**config.mk**
```make
export PLATFORM = sky130hd
export DESIGN_NAME = dmem_lane_arbiter
export DESIGN_NICKNAME = d
export VERILOG_FILES = /design/src/rtl/dmem_lane_arbiter.sv
export SDC_FILE = /design/constraint.sdc
export NUM_CORES = 1
export LEC_CHECK = 0
export ABC_AREA = 1
export CAP_MARGIN = 20
export CORE_MARGIN = 4
export CORE_UTILIZATION = 40
export DETAILED_ROUTE_END_ITERATION = 10
export PLACE_DENSITY = 0.77
export SLEW_MARGIN = 40
export SYNTH_ARGS = -nofsm -noshare
export SYNTH_HDL_FRONTEND = slang
export SYNTH_SLANG_ARGS = --single-unit
```
**constraint.sdc**
```tcl
create_clock -name clk -period 4.01 [get_ports clk]
set_input_delay 1.203 -clock clk [delete_from_list [all_inputs] [get_ports clk]]
set_output_delay 1.203 -clock clk [all_outputs]
set_load 0.005 [all_outputs]
```
**src/rtl/dmem_lane_arbiter.sv**
```systemverilog
// Data-memory port arbiter for the two issue lanes: A before B, with one stall cycle per conflict.
// Optional DMEM_ARB_FWD_EN: an A store plus a B load of the same word is forwarded instead of serialised.
module dmem_lane_arbiter #(
    parameter int DATA_WIDTH = 32,
    parameter int CNT_WIDTH  = 16
) (
    input  logic                  clk,
    input  logic                  rst,
    input  logic                  reqA,
    input  logic                  weA,
    input  logic [DATA_WIDTH-1:0] addrA,
    input  logic [DATA_WIDTH-1:0] wdataA,
    input  logic                  reqB,
    input  logic                  weB,
    input  logic [DATA_WIDTH-1:0] addrB,
    input  logic [DATA_WIDTH-1:0] wdataB,
    output logic                  stall,
    output logic                  mem_en,
    output logic                  mem_we,
    output logic [DATA_WIDTH-1:0] mem_addr,
    output logic [DATA_WIDTH-1:0] mem_wdata,
    input  logic [DATA_WIDTH-1:0] mem_rdata,
    output logic [DATA_WIDTH-1:0] rdataA,
    output logic [DATA_WIDTH-1:0] rdataB,
    output logic                  validA,
    output logic                  validB,
    output logic [CNT_WIDTH-1:0]  conflict_cnt
);

    typedef enum logic {IDLE, SERVE_B} state_t;

    localparam logic [CNT_WIDTH-1:0] CNT_MAX = '1;
    localparam logic [CNT_WIDTH-1:0] CNT_ONE = {{(CNT_WIDTH-1){1'b0}}, 1'b1};

    state_t                state_q, state_d;
    logic                  hold_we_q, hold_we_d;
    logic [DATA_WIDTH-1:0] hold_addr_q, hold_addr_d;
    logic [DATA_WIDTH-1:0] hold_wdata_q, hold_wdata_d;
    logic [CNT_WIDTH-1:0]  cnt_q, cnt_d;
    logic [DATA_WIDTH-1:0] rdata_a_q, rdata_a_d;
    logic [DATA_WIDTH-1:0] rdata_b_q, rdata_b_d;
    logic                  valid_a_q, valid_a_d;
    logic                  valid_b_q, valid_b_d;
    logic                  ld_a, ld_b, fwd;

    // Port outputs are gated by reset so a mid-SERVE_B reset silences the RAM immediately.
    always_comb begin
        state_d      = state_q;
        hold_we_d    = hold_we_q;
        hold_addr_d  = hold_addr_q;
        hold_wdata_d = hold_wdata_q;
        cnt_d        = cnt_q;
        stall        = 1'b0;
        mem_en       = 1'b0;
        mem_we       = 1'b0;
        mem_addr     = '0;
        mem_wdata    = '0;
        ld_a         = 1'b0;
        ld_b         = 1'b0;
        fwd          = 1'b0;
        if (rst) begin
            case (state_q)
                IDLE: begin
                    if (reqA) begin
                        mem_en    = 1'b1;
                        mem_we    = weA;
                        mem_addr  = addrA;
                        mem_wdata = wdataA;
                        ld_a      = !weA;
                    end else if (reqB) begin
                        mem_en    = 1'b1;
                        mem_we    = weB;
                        mem_addr  = addrB;
                        mem_wdata = wdataB;
                        ld_b      = !weB;
                    end
                    if (reqA && reqB) begin
`ifdef DMEM_ARB_FWD_EN
                        fwd = weA && !weB && (addrA[DATA_WIDTH-1:2] == addrB[DATA_WIDTH-1:2]);
`endif
                        if (!fwd) begin
                            stall        = 1'b1;
                            state_d      = SERVE_B;
                            hold_we_d    = weB;
                            hold_addr_d  = addrB;
                            hold_wdata_d = wdataB;
                            if (cnt_q != CNT_MAX)
                                cnt_d = cnt_q + CNT_ONE;
                        end
                    end
                end
                SERVE_B: begin
                    mem_en    = 1'b1;
                    mem_we    = hold_we_q;
                    mem_addr  = hold_addr_q;
                    mem_wdata = hold_wdata_q;
                    ld_b      = !hold_we_q;
                    state_d   = IDLE;
                end
                default: state_d = IDLE;
            endcase
        end
    end

    // Forwarded B load takes A's store data, since the RAM read would race the write.
    always_comb begin
        valid_a_d = ld_a;
        valid_b_d = ld_b | fwd;
        rdata_a_d = ld_a ? mem_rdata : rdata_a_q;
        rdata_b_d = fwd ? wdataA : (ld_b ? mem_rdata : rdata_b_q);
    end

    always_ff @(posedge clk or negedge rst) begin
        if (!rst) begin
            state_q      <= IDLE;
            hold_we_q    <= 1'b0;
            hold_addr_q  <= '0;
            hold_wdata_q <= '0;
            cnt_q        <= '0;
            rdata_a_q    <= '0;
            rdata_b_q    <= '0;
            valid_a_q    <= 1'b0;
            valid_b_q    <= 1'b0;
        end else begin
            state_q      <= state_d;
            hold_we_q    <= hold_we_d;
            hold_addr_q  <= hold_addr_d;
            hold_wdata_q <= hold_wdata_d;
            cnt_q        <= cnt_d;
            rdata_a_q    <= rdata_a_d;
            rdata_b_q    <= rdata_b_d;
            valid_a_q    <= valid_a_d;
            valid_b_q    <= valid_b_d;
        end
    end

    assign rdataA       = rdata_a_q;
    assign rdataB       = rdata_b_q;
    assign validA       = valid_a_q;
    assign validB       = valid_b_q;
    assign conflict_cnt = cnt_q;

endmodule

```
-- After elaboration in Yosys (flattened, before gate mapping)
Index checks and enable logic that the tools add are counted.
- output and inout bits: 149
- flip-flop bits (word level): 148
- reduce and logical (&&, ||, !) cells: 6
- bitwise gates (word level): 1
- eq/ne operators: 1
- mux-type cells: 27
- add/subtract/negate cells: 1
- operators by type and width (kind ; number):
    $mux W32 ; 6
    $pmux W32 S2 ; 2
    $add A16 B1 Y16 const B ; 1
    $ne A16 B16 Y1 const B ; 1
    $mux W1 ; 15
    $pmux W1 S2 ; 4
    $reduce_and A4 Y1 ; 1
    $logic_not A1 Y1 ; 3
    $reduce_and A3 Y1 ; 1
    $logic_and A1 B1 Y1 ; 1
    $not A1 Y1 ; 1

-- Depth between registers and ports, before layout
- depth in word-level cells: 5
- depth in mapped cells: 9

-- Worst setup path before layout
OpenSTA, ideal clock, no wires.
- path kind: in2out
- start: in reqA
- end: out mem_addr[10]
- data required time: 2.807 ns
- data arrival time: 1.911 ns
- setup slack: 0.896 ns
- buffers on the path: 1
- stages on the path: 6
- cells stage by stage: inv_2 -> nand2_1 -> inv_2 -> clkbuf_1 -> nand2_1 -> a21oi_1
- longest elaborated chain between the ends: 3
- RTL lines (element ; RTL line ; text):
    start, declared ; 9 ; input logic reqA,
    $mux W32 ; 64 ; if (reqA) begin
    $pmux W32 S2 ; 62 ; case (state_q)
    $mux W32 ; 61 ; if (rst) begin
    end, declared ; 20 ; output logic [DATA_WIDTH-1:0] mem_addr,
Every way passes these cells.

-- Worst setup path in the final report
- start: in reqB
- end: out mem_addr[20]
- longest elaborated chain between the ends: 4
- RTL lines (element ; RTL line ; text):
    start, declared ; 13 ; input logic reqB,
    $mux W32 ; 70 ; end else if (reqB) begin
    $mux W32 ; 64 ;
    $pmux W32 S2 ; 62 ;
    $mux W32 ; 61 ;
Every way passes these cells.

==> flow_summary_export.csv <==
group,metric,value,unit
synthesis,synth_edf_count,0,
sta,hold_violations,0,
clock_network,cts.sinks,148,
synthesis,ys_warn_count,0,
clock_network,cts_tree,"done",
synthesis,syn_area,0.00728,mm^2
grt,track_usage,22.9,%
sta,setup_viol,0,
grt,grt_pass1_wl,37600,um
route,drtAntennaViolNets,0,
placed_design,gp_congestion,0.834,
die,die_x,143,um
synthesis,postSynthAreaPerCell,7.55,um^2
placed_design,hpwl,17200,um
power,ir_drop,297,uV
route,num_vias,7513,
clock_network,ctsHtreeMaxLevel,4,
power,p_leak,5.12,nW
die,die_area,0.0204,mm^2
cells_and_area,diodes,0,
route,drt-met1-wl,9700,um
sta,whs,0.471,ns
route,drt_iter0_drc,339,
synthesis,synth_compound_area_share,18.2,%
power,power_density,419,mW/mm^2
setup_path,arrival,2.67,ns
grt,grt_max_degree,69,
route,top_layer,"met5",
route,dr.pass1.iters,5,
synthesis,synthAdderAreaFrac,0.172,%
sta,finalSetupTns,0,ns
route,wl_per_cell,15.9,um
die,start_util,40.6,%
synthesis,synth_top_family_by_area,"simple AND/OR/NAND/NOR gates",
setup_path,crit_fanout,21,
sta,layout_setup_ws,0.138,ns
flow_run,maxCapViolations,0,
cells_and_area,layout_common_cells,"388 x nand2_1, 311 x clkdlybuf4s50_1, 147 x dfrtp_1, 130 x a21oi_1, 67 x o21ai_1",
route,dr_wl_met2,11000,um
placed_design,placed_area,0.0107,mm^2
route,drcViolationCount,0,
outcome,status,"complete, no violations",
synthesis,synth_xor_xnor_area_share,0.842,%
die,core,0.0180,mm^2
sta,maxSlewHeadroom,50.6,%
cells_and_area,drive_above_1_share,5.72,%
clock_network,clk_latency,0.41,ns
placed_design,port_buffers,314,
cells_and_area,final_area,0.0113,mm^2
synthesis,synth_seq_area_share,50.8,%
clock_network,max-clock-path-buffers,2,
die,die_h,143,um
route,via_per_inst,4.99,
setup_path,end_kind,"output pin",
sta,fmax,0.258,GHz
sta,min_period,3.87,ns
clock_network,cts_buffers,17,
synthesis,synthMuxAreaShare,0,%
setup_path,critical_path_class,"primary input to output pin",
setup_path,worstPathRequired,2.81,ns
synthesis,synth_seq_cells,148,
clock_network,root_buffer,"clkbuf_16",
die,row_count,49,
sta,clock_skew,0.0102,ns
die,io_pins,315,
synthesis,synthFlopType,"dfrtp_1",
cells_and_area,final_common_cell,"nand2_1",
synthesis,synth-simple-area-share,22.7,%
sta,rsz0062_at_grt,"false",
placed_design,dp_slack,-0.111,ns
cells_and_area,fillers,1557,
setup_path,setup.worst_path.start_class,"primary input",
grt,grt_pass1_vias,7348,
sta,worstMarginPinSlew,0.741,ns
min_path,hp-class,"flip-flop to flip-flop",
route,met3WireLength,2700,um
route,drt_wl_total,24000,um
grt,grt_overflow_total,0,
clock_network,cts.clk_slew.worst_paths,0.06,ns
synthesis,async_flop_share,100,%
sta,fin_crit_sh,96.6,%
synthesis,yosys.cell_types.count,22,
synthesis,synth_cells,965,
clock_network,cts_hold_buf,0,
cells_and_area,fin_util,63.0,%
cells_and_area,area_growth,55.2,%
sta,drv_slew,0,
synthesis,synth_nets,1132,
cells_and_area,layout.nets,1431,
grt,antenna_found_initial,1,
## final cells by class
type                       instances  area (um^2)  area share [%]
sequential                       148         3700            32.8
timing repair buffer             342         3470            30.7
multi-input combinational        699         3070            27.1
clock buffer                      19          433            3.83
tap                              229          287            2.53
inverter                          56          210            1.86
clock inverter                    12          133            1.17
## worst max-delay path: stages
cell and delay [ns]:
dlygate4sd2_1 0.25, nand2_1 0.10, inv_2 0.08, buf_4 0.12, buf_12 0.15, nand2_1 0.07
a21oi_1 0.15, clkdlybuf4s50_1 0.53
## logic make-up (layout without fill, tap and decap cells)
kind of cell    after synthesis  after routing
fa+ha+maj                     1              1
buf+inv                     118            429
simple gates                427            427
flops                       148            148
xor+xnor                      7              7
compound gates              264            264
## routing by layer
| layer | vias up | track usage, % |
|---|---|---|
| met2 | 301 | 36.2 |
| met3 | 37 | 9.18 |
| met4 | 2 | 7.85 |
| met1 | 3451 | 28.7 |
| li1 | 3722 | - |
| met5 | - | 0 |
## power breakdown
| part | switching [mW] | total, mW | internal (mW) |
|---|---|---|---|
| clock network | 0.607 | 1.52 | 0.914 |
| logic | 0.533 | 1.26 | 0.729 |
| registers | 0.171 | 1.96 | 1.79 |
| total | 1.31 | 4.74 | 3.43 |
## state kept, by name, summed over array words and instances, names as in the netlist
signal / count
conflict_cnt: 16
hold_addr_q: 32
hold_wdata_q: 32
hold_we_q: 1
rdataA: 32
rdataB: 32
state_q: 1
validA: 1
validB: 1
## final timing paths
kind | slack (ns) | to | cells after the start | startpoint
max | 0.14 | mem_addr[20] | 8 | reqB
min | 0.47 | hold_addr_q[12] | 2 | hold_addr_q[12]
max reg2reg | 1.57 | conflict_cnt[13] | 8 | state_q
min reg2reg | 0.47 | hold_addr_q[12] | 2 | hold_addr_q[12]
max in group asynchronous | 2.34 | rdataA[28] | 3 | rst
min in group asynchronous | 0.67 | rdataA[10] | 1 | rst
## synthesized netlist by cell type (3+ instances only)
library cell    n  area (um^2)
o21ai_1        67          335
a21oi_1       130          651
buf_1           4         15.0
nor2_2          3         18.8
buf_6           5         56.3
buf_4           5         37.5
inv_1          49          184
dfrtp_1       148         3700
xnor2_1         7         61.3
nor2_1         15         56.3
o21ai_0        66          330
nand4_1         7         43.8
nand2_1       388         1460
nand3_1        11         55.1
buf_2          23          115
clkbuf_1       25         93.8
inv_2           7         26.3
## what timing repair did
action	in CTS	in global routing
buffers inserted	3	0
setup endpoints to repair	64	0
gates resized for setup	2	0
## metrics by stage
stage	power, mW	cells
6_report	4.74	1505
3_3_place_gp	3.21	1470
2_1_floorplan	2.42	965
3_5_place_dp	3.24	1470
5_1_grt	5.03	1505
4_1_cts	4.80	1505
No activity file was read; power rests on OpenSTA's default activity.
